[src/rtl/javk_bus_ctrl_pkg.sv]
// Shared definitions for the JAVK external memory bus sequencer.
//   Requester indices, FSM state encoding, starvation limit and the
//   address increment helper used for the second byte of a word transfer.
package javk_bus_ctrl_pkg;

  localparam int NREQ       = 3;
  localparam int AW         = 16;
  localparam int STARVE_MAX = 2;
  localparam int SCW        = $clog2(STARVE_MAX + 1);

  localparam int REQ_FETCH  = 0;
  localparam int REQ_DATA   = 1;
  localparam int REQ_STACK  = 2;

  typedef enum logic [1:0] {
    ST_IDLE  = 2'd0,
    ST_BYTE0 = 2'd1,
    ST_BYTE1 = 2'd2
  } state_t;

  // Wraps 0xFFFF to 0x0000 by construction (AW-bit result).
  function automatic logic [AW-1:0] addr_inc(input logic [AW-1:0] a);
    return a + AW'(1);
  endfunction

endpackage

[src/rtl/javk_bus_ctrl_if.sv]
// Bundle of the requester handshake and external byte-bus signals.
//   req/req_addr/req_wr/req_word/req_wdata : core requesters -> controller
//   ack/rdata                              : controller -> core requesters
//   bus_addr/bus_we/bus_wdata              : controller -> top-level pins
//   bus_rdata                              : databus -> controller
//   busy                                   : controller status
// slave = the controller, master = the core/pin side.
interface javk_bus_ctrl_if;
  import javk_bus_ctrl_pkg::*;

  logic [NREQ-1:0]    req;
  logic [NREQ*AW-1:0] req_addr;
  logic [NREQ-1:0]    req_wr;
  logic [NREQ-1:0]    req_word;
  logic [NREQ*16-1:0] req_wdata;
  logic [NREQ-1:0]    ack;
  logic [15:0]        rdata;
  logic [AW-1:0]      bus_addr;
  logic               bus_we;
  logic [7:0]         bus_wdata;
  logic [7:0]         bus_rdata;
  logic               busy;

  modport slave (
    input  req, req_addr, req_wr, req_word, req_wdata, bus_rdata,
    output ack, rdata, bus_addr, bus_we, bus_wdata, busy
  );

  modport master (
    output req, req_addr, req_wr, req_word, req_wdata, bus_rdata,
    input  ack, rdata, bus_addr, bus_we, bus_wdata, busy
  );
endinterface

[src/rtl/javk_bus_ctrl_arb.sv]
// Requester arbiter for the JAVK bus.
//   clk, rst : clock, async active-high reset
//   arb_en   : this edge is an arbitration edge (IDLE or completion)
//   req      : raw requests
//   mask     : requester completing at this edge (excluded from the pick)
//   grant    : one-hot winner, all zero when arb_en is low or nothing eligible
// Fixed priority STACK > DATA > FETCH, with FETCH promoted once it has
// watched STARVE_MAX non-fetch grants go by while requesting.
module javk_bus_ctrl_arb
  import javk_bus_ctrl_pkg::*;
(
  input  logic            clk,
  input  logic            rst,
  input  logic            arb_en,
  input  logic [NREQ-1:0] req,
  input  logic [NREQ-1:0] mask,
  output logic [NREQ-1:0] grant
);

  logic [SCW-1:0]  starve_cnt;
  logic [NREQ-1:0] elig;

  always_comb begin
    elig  = req & ~mask;
    grant = '0;
    if (arb_en) begin
      if (starve_cnt == SCW'(STARVE_MAX) && elig[REQ_FETCH]) grant[REQ_FETCH] = 1'b1;
      else if (elig[REQ_STACK])                              grant[REQ_STACK] = 1'b1;
      else if (elig[REQ_DATA])                               grant[REQ_DATA]  = 1'b1;
      else if (elig[REQ_FETCH])                              grant[REQ_FETCH] = 1'b1;
    end
  end

  // Counts against the raw fetch request, so a fetch that is merely masked
  // at its own completion edge still sees the next grant as a pass-over.
  always_ff @(posedge clk or posedge rst) begin
    if (rst) begin
      starve_cnt <= '0;
    end else if (arb_en) begin
      if (!req[REQ_FETCH] || grant[REQ_FETCH])
        starve_cnt <= '0;
      else if ((grant != '0) && (starve_cnt != SCW'(STARVE_MAX)))
        starve_cnt <= starve_cnt + SCW'(1);
    end
  end

endmodule

[src/rtl/javk_bus_ctrl.sv]
// JAVK external memory bus sequencer.
//   clk, rst : clock, async active-high reset
//   bif      : requester handshake + external byte bus (slave modport)
// Latches the granted request, runs one or two byte cycles (low byte first),
// assembles read data and pulses ack for the cycle after completion.
//
// state    | meaning
// ---------+-------------------------------------------------
// ST_IDLE  | no transfer, bus_we low, bus_addr holds
// ST_BYTE0 | addr / low byte on the bus
// ST_BYTE1 | addr+1 / high byte on the bus (word only)
module javk_bus_ctrl
  import javk_bus_ctrl_pkg::*;
(
  input logic            clk,
  input logic            rst,
  javk_bus_ctrl_if.slave bif
);

  state_t          state, state_nxt;
  logic [AW-1:0]   cur_addr;
  logic            cur_wr, cur_word;
  logic [15:0]     cur_wdata;
  logic [NREQ-1:0] cur_id;
  logic [7:0]      rdata_lo;

  logic            complete, arb_en, gnt_any;
  logic [NREQ-1:0] grant, mask;

  logic [AW-1:0]   g_addr;
  logic            g_wr, g_word;
  logic [15:0]     g_wdata;

  assign complete = ((state == ST_BYTE0) && !cur_word) || (state == ST_BYTE1);
  assign arb_en   = (state == ST_IDLE) || complete;
  assign mask     = complete ? cur_id : '0;
  assign gnt_any  = |grant;
  assign bif.busy = (state != ST_IDLE);

  javk_bus_ctrl_arb u_arb (
    .clk    (clk),
    .rst    (rst),
    .arb_en (arb_en),
    .req    (bif.req),
    .mask   (mask),
    .grant  (grant)
  );

  always_comb begin
    g_addr  = '0;
    g_wr    = 1'b0;
    g_word  = 1'b0;
    g_wdata = '0;
    for (int i = 0; i < NREQ; i++) begin
      if (grant[i]) begin
        g_addr  = bif.req_addr[i*AW +: AW];
        g_wr    = bif.req_wr[i];
        g_word  = bif.req_word[i];
        g_wdata = bif.req_wdata[i*16 +: 16];
      end
    end
  end

  always_comb begin
    state_nxt = state;
    case (state)
      ST_IDLE:  if (gnt_any) state_nxt = ST_BYTE0;
      ST_BYTE0: if (cur_word) state_nxt = ST_BYTE1;
                else          state_nxt = gnt_any ? ST_BYTE0 : ST_IDLE;
      ST_BYTE1: state_nxt = gnt_any ? ST_BYTE0 : ST_IDLE;
      default:  state_nxt = ST_IDLE;
    endcase
  end

  always_ff @(posedge clk or posedge rst) begin
    if (rst) begin
      state         <= ST_IDLE;
      cur_addr      <= '0;
      cur_wr        <= 1'b0;
      cur_word      <= 1'b0;
      cur_wdata     <= '0;
      cur_id        <= '0;
      rdata_lo      <= '0;
      bif.ack       <= '0;
      bif.rdata     <= '0;
      bif.bus_addr  <= '0;
      bif.bus_we    <= 1'b0;
      bif.bus_wdata <= '0;
    end else begin
      state   <= state_nxt;
      bif.ack <= '0;

      if (complete) begin
        bif.ack <= cur_id;
        if (!cur_wr)
          bif.rdata <= cur_word ? {bif.bus_rdata, rdata_lo} : {8'h00, bif.bus_rdata};
      end

      if ((state == ST_BYTE0) && cur_word) begin
        rdata_lo      <= bif.bus_rdata;
        bif.bus_addr  <= addr_inc(cur_addr);
        bif.bus_wdata <= cur_wdata[15:8];
      end

      // A grant at a completion edge overrides the end-of-transfer update,
      // which is what makes back-to-back transfers bubble-free.
      if (gnt_any) begin
        cur_addr      <= g_addr;
        cur_wr        <= g_wr;
        cur_word      <= g_word;
        cur_wdata     <= g_wdata;
        cur_id        <= grant;
        bif.bus_addr  <= g_addr;
        bif.bus_we    <= g_wr;
        bif.bus_wdata <= g_wdata[7:0];
      end else if (complete) begin
        bif.bus_we <= 1'b0;
      end
    end
  end

endmodule

[src/flat_wrapper.sv]
// flat-port wrapper written by rule: the top's interface ports become plain ports
module javk_bus_ctrl_flat import javk_bus_ctrl_pkg::*;
  (clk, rst, bif_req, bif_req_addr, bif_req_wr, bif_req_word, bif_req_wdata, bif_bus_rdata, bif_ack, bif_rdata, bif_bus_addr, bif_bus_we, bif_bus_wdata, bif_busy);
  javk_bus_ctrl_if bif_i ();
  input logic clk;
  input logic rst;
  input wire logic [$bits(bif_i.req)-1:0] bif_req;
  input wire logic [$bits(bif_i.req_addr)-1:0] bif_req_addr;
  input wire logic [$bits(bif_i.req_wr)-1:0] bif_req_wr;
  input wire logic [$bits(bif_i.req_word)-1:0] bif_req_word;
  input wire logic [$bits(bif_i.req_wdata)-1:0] bif_req_wdata;
  input wire logic [$bits(bif_i.bus_rdata)-1:0] bif_bus_rdata;
  output wire logic [$bits(bif_i.ack)-1:0] bif_ack;
  output wire logic [$bits(bif_i.rdata)-1:0] bif_rdata;
  output wire logic [$bits(bif_i.bus_addr)-1:0] bif_bus_addr;
  output wire logic [$bits(bif_i.bus_we)-1:0] bif_bus_we;
  output wire logic [$bits(bif_i.bus_wdata)-1:0] bif_bus_wdata;
  output wire logic [$bits(bif_i.busy)-1:0] bif_busy;
  assign bif_i.req = bif_req;
  assign bif_i.req_addr = bif_req_addr;
  assign bif_i.req_wr = bif_req_wr;
  assign bif_i.req_word = bif_req_word;
  assign bif_i.req_wdata = bif_req_wdata;
  assign bif_i.bus_rdata = bif_bus_rdata;
  assign bif_ack = bif_i.ack;
  assign bif_rdata = bif_i.rdata;
  assign bif_bus_addr = bif_i.bus_addr;
  assign bif_bus_we = bif_i.bus_we;
  assign bif_bus_wdata = bif_i.bus_wdata;
  assign bif_busy = bif_i.busy;
  javk_bus_ctrl u_core (.clk(clk), .rst(rst), .bif(bif_i));
endmodule
[config.mk]
export PLATFORM = sky130hd
export DESIGN_NAME = javk_bus_ctrl_flat
export DESIGN_NICKNAME = d
export VERILOG_FILES = /design/src/rtl/javk_bus_ctrl_pkg.sv /design/src/rtl/javk_bus_ctrl_if.sv /design/src/rtl/javk_bus_ctrl_arb.sv /design/src/rtl/javk_bus_ctrl.sv /design/src/flat_wrapper.sv
export SDC_FILE = /design/constraint.sdc
export NUM_CORES = 1
export LEC_CHECK = 0
export CORE_ASPECT_RATIO = 2
export CORE_MARGIN = 5
export CORE_UTILIZATION = 41
export CTS_CLUSTER_SIZE = 28
export DETAILED_ROUTE_END_ITERATION = 6
export GPL_ROUTABILITY_DRIVEN = 0
export GPL_TIMING_DRIVEN = 0
export PLACE_DENSITY = 0.77
export SLEW_MARGIN = 20
export SYNTH_ARGS = -nofsm -noshare
export SYNTH_HDL_FRONTEND = slang
export SYNTH_SLANG_ARGS = --single-unit
[constraint.sdc]
create_clock -name clk -period 2.7 [get_ports clk]
set_input_delay 0.54 -clock clk [delete_from_list [all_inputs] [get_ports clk]]
set_output_delay 0.54 -clock clk [all_outputs]
set_load 0.005 [all_outputs]
# After elaboration in Yosys (flattened, before gate mapping)
# Index checks and enable logic that the tools add are counted.
# totals
register_bits,93
inputBits,115
out_inout_bits,45
elab_cells,75
# classes
addsub,2
n_eq_ne,5
mux,34
bitwise_logic,3
reduce_logical,18
# ops
op,count
2-to-1 mux 16 bit,9
"adder 16 x 1 -> 16 bit, second input constant",1
2-to-1 mux 8 bit,2
2-to-1 mux 1 bit,14
2-to-1 mux 2 bit,6
nonzero test 2 bit,4
2-to-1 mux 3 bit,2
one-hot mux 2 bit (3 select lines),1
"== test 2 bit, second input constant",2
logical AND 1 bit,4
AND reduction 2 bit,2
bitwise AND 3 bit,1
logical OR 1 bit,3
NOT 3 bit,1
nonzero test 3 bit,1
OR reduction 3 bit,1
"adder 2 x 1 -> 2 bit, second input constant",1
"== test 2 x 1 -> 1 bit, second input constant",1
logical NOT 1 bit,2
logical NOT 2 bit,1
"!= test 2 x 1 -> 1 bit, second input constant",1
"!= test 2 bit, second input constant",1
NOT 1 bit,1

# Longest topological paths before layout
# depth
ltp_word,15
ltp_mapped,10
depth_no_buf,8

# Hierarchy
# From an unflattened synthesis, not the netlist that was laid out.
# unflattened
hier_cells,457
area_unflattened_um2,4265.3
# modules_own_cells
mod,n_inst,cells_per_inst,area_each_um2,seq_area_each_um2
javk_bus_ctrl,1,435,4096.4,2077.0
javk_bus_ctrl_arb,1,22,168.9,50.0

# Worst setup path before layout
# No wires, ideal clock.
# synth_timing
path_kind,register -> register
startpoint,register u_core.u_arb.starve_cnt[0]
endpoint,register u_core.bif.bus_we
arrival_time_ns,1.862
slack_ns,0.718
path_stages_with_launch,11
path_cell_list,dfrtp_1 inv_1 ha_1 and2_1 nand3_1 and3_1 buf_6 buf_4 a22oi_1 nand2_1 a31o_2
# synth_between
elab_chain_cells,8
elab_cells_between_ends,11
cone_classes,eq/ne: 1; mux: 7; reduce/logical: 3
# synth_rtl
item,line,source
start: declaration,javk_bus_ctrl_arb.sv:20,logic [SCW-1:0] starve_cnt;
start signal: assignment,javk_bus_ctrl_arb.sv:43,starve_cnt <= starve_cnt + SCW'(1);
== test 2 bit *,javk_bus_ctrl_arb.sv:27,if (starve_cnt == SCW'(STARVE_MAX) && elig[REQ_FETCH]) grant[REQ_FETCH] = 1'b1;
logical AND 1 bit *,javk_bus_ctrl_arb.sv:27,
2-to-1 mux 1 bit,javk_bus_ctrl_arb.sv:27,
2-to-1 mux 3 bit *,javk_bus_ctrl_arb.sv:26,if (arb_en) begin
2-to-1 mux 1 bit (3 in a row),javk_bus_ctrl.sv:55,if (grant[i]) begin
2-to-1 mux 1 bit,javk_bus_ctrl.sv:107,if (gnt_any) begin
end signal: assignment,javk_bus_ctrl.sv:114,bif.bus_we <= g_wr;
end: declaration,javk_bus_ctrl_if.sv:26,"output ack, rdata, bus_addr, bus_we, bus_wdata, busy"
# Mark *: on every way between the ends. The rest lies on a longest branch, timed or not.
# A chain may end at the register's enable or synchronous reset.

# Worst setup path in the final report
# layout_timing
startpoint,register u_core.state[0]
endpoint,register u_core.bif.bus_wdata[7]
# layout_between
elab_chain_cells,15
elab_cells_between_ends,25
cone_classes,eq/ne: 2; mux: 13; bitwise: 2; reduce/logical: 8
# layout_rtl
item,line,source
start: declaration,javk_bus_ctrl.sv:20,"state_t state, state_nxt;"
start signal: assignment,javk_bus_ctrl.sv:90,state <= state_nxt;
== test 2 x 1 -> 1 bit,"javk_bus_ctrl.sv:34, javk_bus_ctrl.sv:99",
logical AND 1 bit,javk_bus_ctrl.sv:34,assign complete = ((state == ST_BYTE0) && !cur_word) || (state == ST_BYTE1);
logical OR 1 bit,javk_bus_ctrl.sv:34,
2-to-1 mux 3 bit,javk_bus_ctrl.sv:36,assign mask = complete ? cur_id : '0;
NOT 3 bit,javk_bus_ctrl_arb.sv:24,elig = req & ~mask;
bitwise AND 3 bit,javk_bus_ctrl_arb.sv:24,
2-to-1 mux 1 bit,javk_bus_ctrl_arb.sv:30,else if (elig[REQ_FETCH]) grant[REQ_FETCH] = 1'b1;
2-to-1 mux 1 bit,javk_bus_ctrl_arb.sv:29,else if (elig[REQ_DATA]) grant[REQ_DATA] = 1'b1;
2-to-1 mux 2 bit,javk_bus_ctrl_arb.sv:28,else if (elig[REQ_STACK]) grant[REQ_STACK] = 1'b1;
2-to-1 mux 1 bit,javk_bus_ctrl_arb.sv:27,
2-to-1 mux 3 bit,javk_bus_ctrl_arb.sv:26,
2-to-1 mux 16 bit (3 in a row),javk_bus_ctrl.sv:55,
2-to-1 mux 8 bit,javk_bus_ctrl.sv:107,
end signal: assignment,javk_bus_ctrl.sv:102,bif.bus_wdata <= cur_wdata[15:8];
end signal: assignment,javk_bus_ctrl.sv:115,bif.bus_wdata <= g_wdata[7:0];
end: declaration,javk_bus_ctrl_if.sv:26,
# Parallel ways exist; a longest one is shown, timed or not.

==> results.tsv <==
metric	value	unit
status	finished clean	
input/output buffers	159	
chip height	158	µm
switching part of the total	0.406	
vias in the first global route	4378	
synthesized area per cell	9.75	µm²
Worst Skew	0.0101	ns
endpoint class of the critical path	flop	
NetSw	3260	µW
final wirelength	13900	µm
Yosys reg bits	85	
final core utilization	0.611	
H-tree levels	3	
met1 WL	4630	µm
met2 routed WL	7970	µm
area grow syn2layout	47.3	%
Hold-fix buffers, CTS	0	
part of the power in registers	0.296	
diode count	0	
maximum fanout along the worst path	10	
Critical R2R Launch	u_core.state[0]	
Max-Cap Viols	0	
vias per cell	5.35	
clock-pin slew on the worst setup and hold paths	0.07	ns
largest net degree at the start of global routing	34	
# placed instances	762	
Mapped Area	4490	µm²
CP Data Required Time	2.91	ns
final total power	8050	µW
Initial Utilization	0.415	
CTS Buf Count	9	
I/O pin total	160	
P_int	4790	µW
initial antenna violation count	0	
setup_tns	0	ns
Comb pwr share	0.556	
Final setup violation count	0	
insertion delay to the later sink of the worst-skew pair	0.35	ns
CTS max path bufs	2	
design area	6610	µm²
Routed WL per cell	17.8	µm
Congestion Overflow GR	0	
number of distinct library cells after synthesis	53	
Synth Flop Type	dfrtp_1	
reg2reg end	u_core.bif.bus_wdata[7]	
Clk pwr share	0.147	
post-CTS sizing	0	
Post-Syn Instances	460	
Final Non-Filler Cells	778	
unrepaired setup endpoints after global routing	no	
Final min period	2.39	ns
die area	13300	µm²
met3 wire len	736	µm
Rel. slew slack	0.613	
Num Clock Sinks	85	
Worst Max-Slew Pin Slew	0.574	ns
yosys warns	0	
worst min-delay path class	in -> async	
Max Freq	418	MHz
EDFF count, synth	0	
DRT antenna net count	0	
top layer in use	met4	
fraction of registers with async set/reset	1.00	
sequential share of the synthesized area	0.474	
final worst-path cycle share	0.887	
postcts setup bufs	0	
Pleak	0.00288	µW
Pins Over Slew Limit	0	
Vias	4164	
Total GRT Usage	0.207	
most frequent cells in the layout	clkdlybuf4s50_1 (159), nand2_1 (89), dfrtp_1 (85)	
Power Density	1220	nW/µm²
Cell Area, Placed	6320	µm²
Worst Path Arrival	2.60	ns
Root Buffer	clkbuf_16	
startpoint types	flop	
DRC Markers	0	
layout cells sized above 1	0.0815	
Post-Syn Nets	577	
leading cell type in the layout, fill and taps excluded	clkdlybuf4s50_1	
first-pass GRT wire length	21300	µm
Std-Cell Rows	54	
WS Path Type	reg -> reg	
Die W	84.0	µm
Max IR drop VDD	0.602	mV
CP startpoint	u_core.state[0]	
fin nets	750	
DR iter-0 viols	164	
reg2reg setup slack	0.31	ns
reg2reg path depth	8	
First-pass DRT Iterations	6	
Post-DP HPWL	11100	µm
Final Hold Viols	0	
CTS tree	done	
Core ar.	10800	µm²
## logic make-up (layout without fill, tap and decap cells)
logic type      Yosys count  in the layout  share of synthesized area
flops                    85             85                      0.474
buf+inv                  37            215                     0.0558
simple gates            163            163                      0.158
fa+ha+maj                 2              2                    0.00558
xor+xnor                 13             13                     0.0254
compound gates          119            119                      0.189
mux                      41             41                     0.0915
## worst max-delay path by stage
stage / to / slack, ns / depth (start not counted)
finish: u_core.bif.bus_wdata[7] / 0.31 / 8
global placement: u_core.bif.bus_addr[9] / 0.04 / 8
global route: u_core.bif.bus_wdata[7] / 0.14 / 8
floorplan: u_core.bif.bus_we / 0.72 / 10
detailed placement: u_core.bif.bus_addr[8] / -0.02 / 8
CTS: u_core.bif.bus_addr[8] / 0.32 / 7
## per-stage QoR
stage | setup slack (ns) | hold slack (ns)
6_report | 0.306 | 0.423
5_1_grt | 0.140 | 0.437
4_1_cts | 0.317 | 0.414
3_5_place_dp | -0.0181 | 0.455
3_3_place_gp | 0.0412 | 0.449
2_1_floorplan | 0.718 | 0.445
## routing by layer
| metal | up-vias | track usage |
|---|---|---|
| met5 | - | 0 |
| met1 | 2014 | 0.195 |
| met2 | 142 | 0.406 |
| met3 | 33 | 0.0417 |
| li1 | 1975 | - |
| met4 | 0 | 0.117 |
## synth_stat cells (2+ instances only)
cell type	n	area, µm²
nor2_1	32	120
and3_1	3	18.8
nor3_1	4	20.0
inv_1	7	26.3
a21oi_1	16	80.1
nand2_2	2	12.5
xnor2_1	9	78.8
nand3b_1	2	15.0
a21o_1	11	82.6
nand4_1	3	18.8
ha_1	2	25.0
clkbuf_1	10	37.5
a2bb2oi_1	17	149
mux2i_1	41	410
nand2_1	89	334
nand3_1	15	75.1
o22ai_1	8	50.1
nor4_1	2	12.5
xor2_1	4	35.0
buf_12	2	40.0
dfrtp_1	85	2130
o21ai_1	3	15.0
buf_4	3	22.5
buf_6	8	90.1
and4_1	2	17.5
a22oi_1	12	90.1
and2_1	2	12.5
o21ai_0	32	160
buf_2	4	20.0
o22a_1	7	61.3
## flip-flops by register name (all words and copies together), names as in the netlist
name                     cells
u_core.cur_wr                1
u_core.bif.bus_addr         16
u_core.rdata_lo              8
u_core.bif.ack               3
u_core.bif.bus_wdata         8
u_core.cur_addr             16
u_core.cur_id                3
u_core.cur_word              1
u_core.bif.bus_we            1
u_core.state                 2
u_core.cur_wdata             8
u_core.u_arb.starve_cnt      2
u_core.bif.rdata            16
## worst max-delay path, stage by stage (launching register included)
cell      delay (ns)
dfrtp_1         0.39
buf_6           0.15
nand3b_1        0.19
and2_1          0.25
o211ai_1        0.14
a21o_1          0.27
buf_2           0.29
buf_1           0.40
o22ai_1         0.18
## area by class of cell
cell class | instances | area, µm²
Buffer | 28 | 214
Inverter | 9 | 40.0
Tap cell | 140 | 175
Sequential cell | 85 | 2130
Timing Repair Buffer | 162 | 1660
Fill cell | 944 | 4200
Multi-Input combinational cell | 338 | 2110
Clock inverter | 7 | 57.6
Clock buffer | 9 | 225
## power by group through the flow
stage	Combinational, µW	Clock [µW]	Sequential [µW]
after floorplan	2850	0	2330
after global placement	4370	0	2360
after detailed placement	4500	0	2390
after CTS	4530	1210	2370
after global routing	4900	1270	2450
final	4480	1190	2380
(Power assumes the default switching activity.)
==> patch 1, RTL diff (same flow settings) <==
Encoding of `state_t`: now one-hot (3 bits for 3 states).
--- a/src/rtl/javk_bus_ctrl_pkg.sv
+++ b/src/rtl/javk_bus_ctrl_pkg.sv
@@ -13,8 +13,8 @@
   localparam int REQ_STACK  = 2;
 
-  typedef enum logic [1:0] {
-    ST_IDLE  = 2'd0,
-    ST_BYTE0 = 2'd1,
-    ST_BYTE1 = 2'd2
+  typedef enum logic [2:0] {
+    ST_IDLE  = 3'b001,
+    ST_BYTE0 = 3'b010,
+    ST_BYTE1 = 3'b100
   } state_t;
 
Formal check against the unedited RTL: no difference found for any inputs over 10 cycles, from zero or initial values and one cycle with rst high; not proved beyond that.
==> patch 1 against the original RTL <==
  * Area after synthesis is 4.5% higher
  * Routed wire length is 11% higher
  * Utilization increased by 0.36 points
  * Setup slack got worse by 0.21 ns
  * Sequential share of layout area decreased by 1.2 points
  * Combinational power down 14%
  * Sequential cell count is 1 higher
  * Total power shrank 5.4%
  * Final area is 5.0% higher
  * Largest cell class is now multi-input combinational cells
  * Highest routed layer unchanged
==> patch 1: results (changes against the original RTL) <==
| Metric | Value |
|---|---|
| DR vias/cell | `5.571 (+4.1%)` |
| Min-delay worst type | `reg2reg` |
| Drt first pass iters | `4 (-2)` |
| GRT overflow | `0 (unchanged)` |
| Via count | `4557 (+9.4%)` |
| Global-route wire length before repair | `24.36 mm (+15%)` |
| Vias in the first global route | `4817 (+10%)` |
| Clock Skews | `0.005031 ns (-0.005103 ns)` |
| Max IR drop VDD | `0.5519 mV (-8.3%)` |
| Dpl cell area | `6530 µm² (+3.3%)` |
| Leakage | `2.955 nW (+2.5%)` |
| Adder-cell share of the synthesized area | `0.5336% (-0.024 points)` |
| Post-Route WL | `15.46 mm (+11%)` |
| Status | `completed` |
| Max incr delay on CP | `0.45 ns (+0.05 ns)` |
| Synth top cells by count | `85 x dfrtp_1, 70 x nand2_1, 41 x nand3_1` |
| Cell count after synthesis | `494 (+7.4%)` |
| Gr usage total | `22.71% (+2.0 points)` |
| Slowest CP cell | `dfrtp_1` |
| FF-to-FF End | `u_core.bif.bus_addr[14]$_DFFE_PP0P_` |
| DRT iter0 DRCs | `290 (+77%)` |
| Layout cell share with drive strength beyond 1 | `9.024% (+0.87 points)` |
| IO Port Bufs | `159 (unchanged)` |
| R2R setup slack | `0.09 ns (-0.21 ns)` |
| Register area share after synthesis | `45.92% (-1.5 points)` |
| Placed Instances | `798 (+4.7%)` |
| Fmax | `383.3 MHz (-8.2%)` |
| Post-synthesis mux area share | `5.763% (-3.4 points)` |
| Xor/xnor share of the synthesized area | `2.615% (+0.076 points)` |
| Count of cell types in the netlist | `54 (+1.9%)` |
| Synth Area in Compound Gates | `20.92% (+2.0 points)` |
| Layout Nets | `788 (+5.1%)` |
| Detailed placement HPWL | `12.14 mm (+9.0%)` |
| # fillers | `1004 (+6.4%)` |
| Place WS | `-0.2505 ns (-0.2323 ns)` |
| Crit path DAT | `2.86 ns (+0.26 ns)` |
| Post-Syn Nets | `611 (+5.9%)` |
| Relative slew slack | `57.51% (-3.8 points)` |
| R2r startpoint | `u_core.cur_word$_DFFE_PP0P_` |
| Family with the most delay on the worst path | `compound AO/OA/AOI/OAI gates` |
| Synth top area cells | `dfrtp_1 45%, mux2i_1 5.8%, nand2_1 5.6%` |
| Worst Hold Endpoint | `u_core.bif.rdata[13]$_DFFE_PP0P_` |
| Post-Route Utilization | `61.47% (+0.36 points)` |
| Warning count from the yosys run | `0 (unchanged)` |
## patch 1: worst reg2reg max path, delay by kind of cell (launching register included)
kind | cells | cell delay, ns
and+or+nand+nor | 1 | 0.42
AOI/OAI and AO/OA | 5 | 1.17
DFF | 1 | 0.45
buffers and inverters | 3 | 0.49
## patch 1: timing repair
action | 4_1_cts | 5_1_grt
endpoints found under the setup margin | 32 | 49
pin swaps | 2 | 1
setup buffers | 1 | 3
resized for setup | 2 | 13
## patch 1: logic make-up (layout without fill, tap and decap cells)
kind of cell             after synthesis  count (layout)
flip-flops                            86              86
adder cells (fa/ha/maj)                2               2
multiplexers                          27              27
AO/OA/AOI/OAI                        139             139
AND/OR/NAND/NOR                      182             182
buffers and inverters                 44             226
XOR/XNOR                              14              14
## patch 1: layout make-up
type	instances	share of cell area, %
well taps	142	2.561
clock buffers	11	3.499
multi-input cells	364	33.69
flip-flops and latches	86	31.04
clock inverters	5	1.172
repair buffers	166	24.53
inverters	14	0.8115
plain buffers	30	2.705
## patch 1: report_power, final
group	internal (mW)	switching [mW]
clock	0.837	0.509
combinational	1.96	1.88
sequential	1.94	0.488
## patch 1: metrics by stage
stage               total power [mW]  hold slack, ns
floorplan                      4.599          0.4454
global placement               6.037          0.4492
detailed placement             6.179          0.4556
CTS                            7.572          0.4691
global route                   8.126          0.4839
finish                         7.614          0.4631
## patch 1: metal layers
layer	track usage (%)	vias to the layer above	share of wire, %
met5	0	-	0
met4	12.32	0	4.0
met3	2.297	43	4.4
met2	43.20	154	57
met1	23.55	2219	34
li1	-	2141	-
==> patch 2, RTL diff (same settings) <==
Without the edit above. The package constant `NREQ` goes from 3 to 6.
--- a/src/rtl/javk_bus_ctrl_pkg.sv
+++ b/src/rtl/javk_bus_ctrl_pkg.sv
@@ -4,5 +4,5 @@
 package javk_bus_ctrl_pkg;
 
-  localparam int NREQ       = 3;
+  localparam int NREQ       = 6;
   localparam int AW         = 16;
   localparam int STARVE_MAX = 2;
Interface: changed (6 resized); port bits go from 160 to 268. The function was not compared with the original's and may differ.
==> patch 2 against the original RTL <==
  * Sequential power down 2%
  * Sequential cell count stayed put
  * Routed wire length is 26% higher
  * Total power up 1.1%
  * Non-clock buffer count grew 21
  * Setup slack lost 0.10 ns
  * Largest power group unchanged
  * Area after synthesis is 6.8% higher
  * Final area is 4.3% higher
==> patch 2: results (changes against the original RTL) <==
| Metric | Value |
|---|---|
| DRT iter0 DRCs | `356 (+120%)` |
| Vias in the first global route | `5177 (+18%)` |
| M3 GR Usage | `3.190% (-0.98 points)` |
| Largest net degree at the start of global routing | `33 (-2.9%)` |
| Placed Instances | `835 (+9.6%)` |
| Combinational share of power | `56.4% (+0.8 points)` |
| Status | `completed` |
| DR vias/cell | `5.785 (+8.1%)` |
| Leakage | `2.890 nW (+0.30%)` |
| Register area share after synthesis | `44.39% (-3.0 points)` |
| Layout Nets | `923 (+23%)` |
| Cell count after synthesis | `528 (+15%)` |
| Min-delay worst type | `reg2reg` |
| Max incr delay on CP | `0.63 ns (+0.23 ns)` |
| Via count | `4917 (+18%)` |
| M1 GR Usage | `25.66% (+6.2 points)` |
| Drt first pass iters | `5 (-1)` |
| Slowest CP cell | `clkdlybuf4s50_1` |
| Layout cell share with drive strength beyond 1 | `10.21% (+2.1 points)` |
| Routed met2 length | `9.662 mm (+21%)` |
| Gr usage total | `24.43% (+3.8 points)` |
| DR WL met3 | `937 µm (+27%)` |
| Worst Max-Slew Pin Slew | `0.7303 ns (+0.1561 ns)` |
| # fillers | `1011 (+7.1%)` |
| Post-Route WL | `17.54 mm (+26%)` |
| Count of cell types in the netlist | `51 (-3.8%)` |
| Crit path DAT | `2.68 ns (+0.08 ns)` |
[patch 2: worst paths after layout]
check                                                 from                                   to  slack (ns)  cells after the start
min in group asynchronous                              rst  u_core.bif.bus_wdata[3]$_DFFE_PP0P_        0.67                      2
max reg2reg                    u_core.state[1]$_DFFE_PP0P_   u_core.bif.bus_addr[0]$_DFFE_PP0P_        0.28                      7
min                        u_core.bif.rdata[8]$_DFFE_PP0P_      u_core.bif.rdata[8]$_DFFE_PP0P_        0.47                      2
max                                             bif_req[0]   u_core.bif.bus_addr[1]$_DFFE_PP0P_        0.20                      7
max in group asynchronous                              rst     u_core.bif.rdata[14]$_DFFE_PP0P_        1.22                      4
min reg2reg                u_core.bif.rdata[8]$_DFFE_PP0P_      u_core.bif.rdata[8]$_DFFE_PP0P_        0.47                      2
[patch 2: per-stage QoR]
step | cell area, µm² | total power [mW] | setup slack [ns]
after global routing | 6888 | 8.666 | 0.1569
after CTS | 6888 | 8.142 | 0.2456
final | 6888 | 8.138 | 0.2022
after detailed placement | 6606 | 6.882 | -0.1007
after floorplan | 4803 | 5.055 | 0.8274
after global placement | 6566 | 6.720 | -0.02875
[patch 2: layout make-up]
cell class              count  share of cell area, %
plain buffers              51                  3.924
clock buffers              10                  3.324
clock inverters             5                 0.7629
inverters                   7                 0.4360
multi-input cells         387                  34.50
flip-flops and latches     85                  30.88
well taps                 145                  2.634
repair buffers            160                  23.54
[patch 2: logic make-up (layout without fill, tap and decap cells)]
logic type / count (synthesis) / in the layout / share of synthesized area [%]
simple gates: 200 / 200 / 21.91
fa+ha+maj: 2 / 2 / 0.5221
xor+xnor: 12 / 12 / 2.193
buf+inv: 58 / 233 / 6.188
other cells: 1 / 3 / 0.07825
mux: 16 / 16 / 3.342
flops: 85 / 85 / 44.39
compound gates: 154 / 154 / 21.38
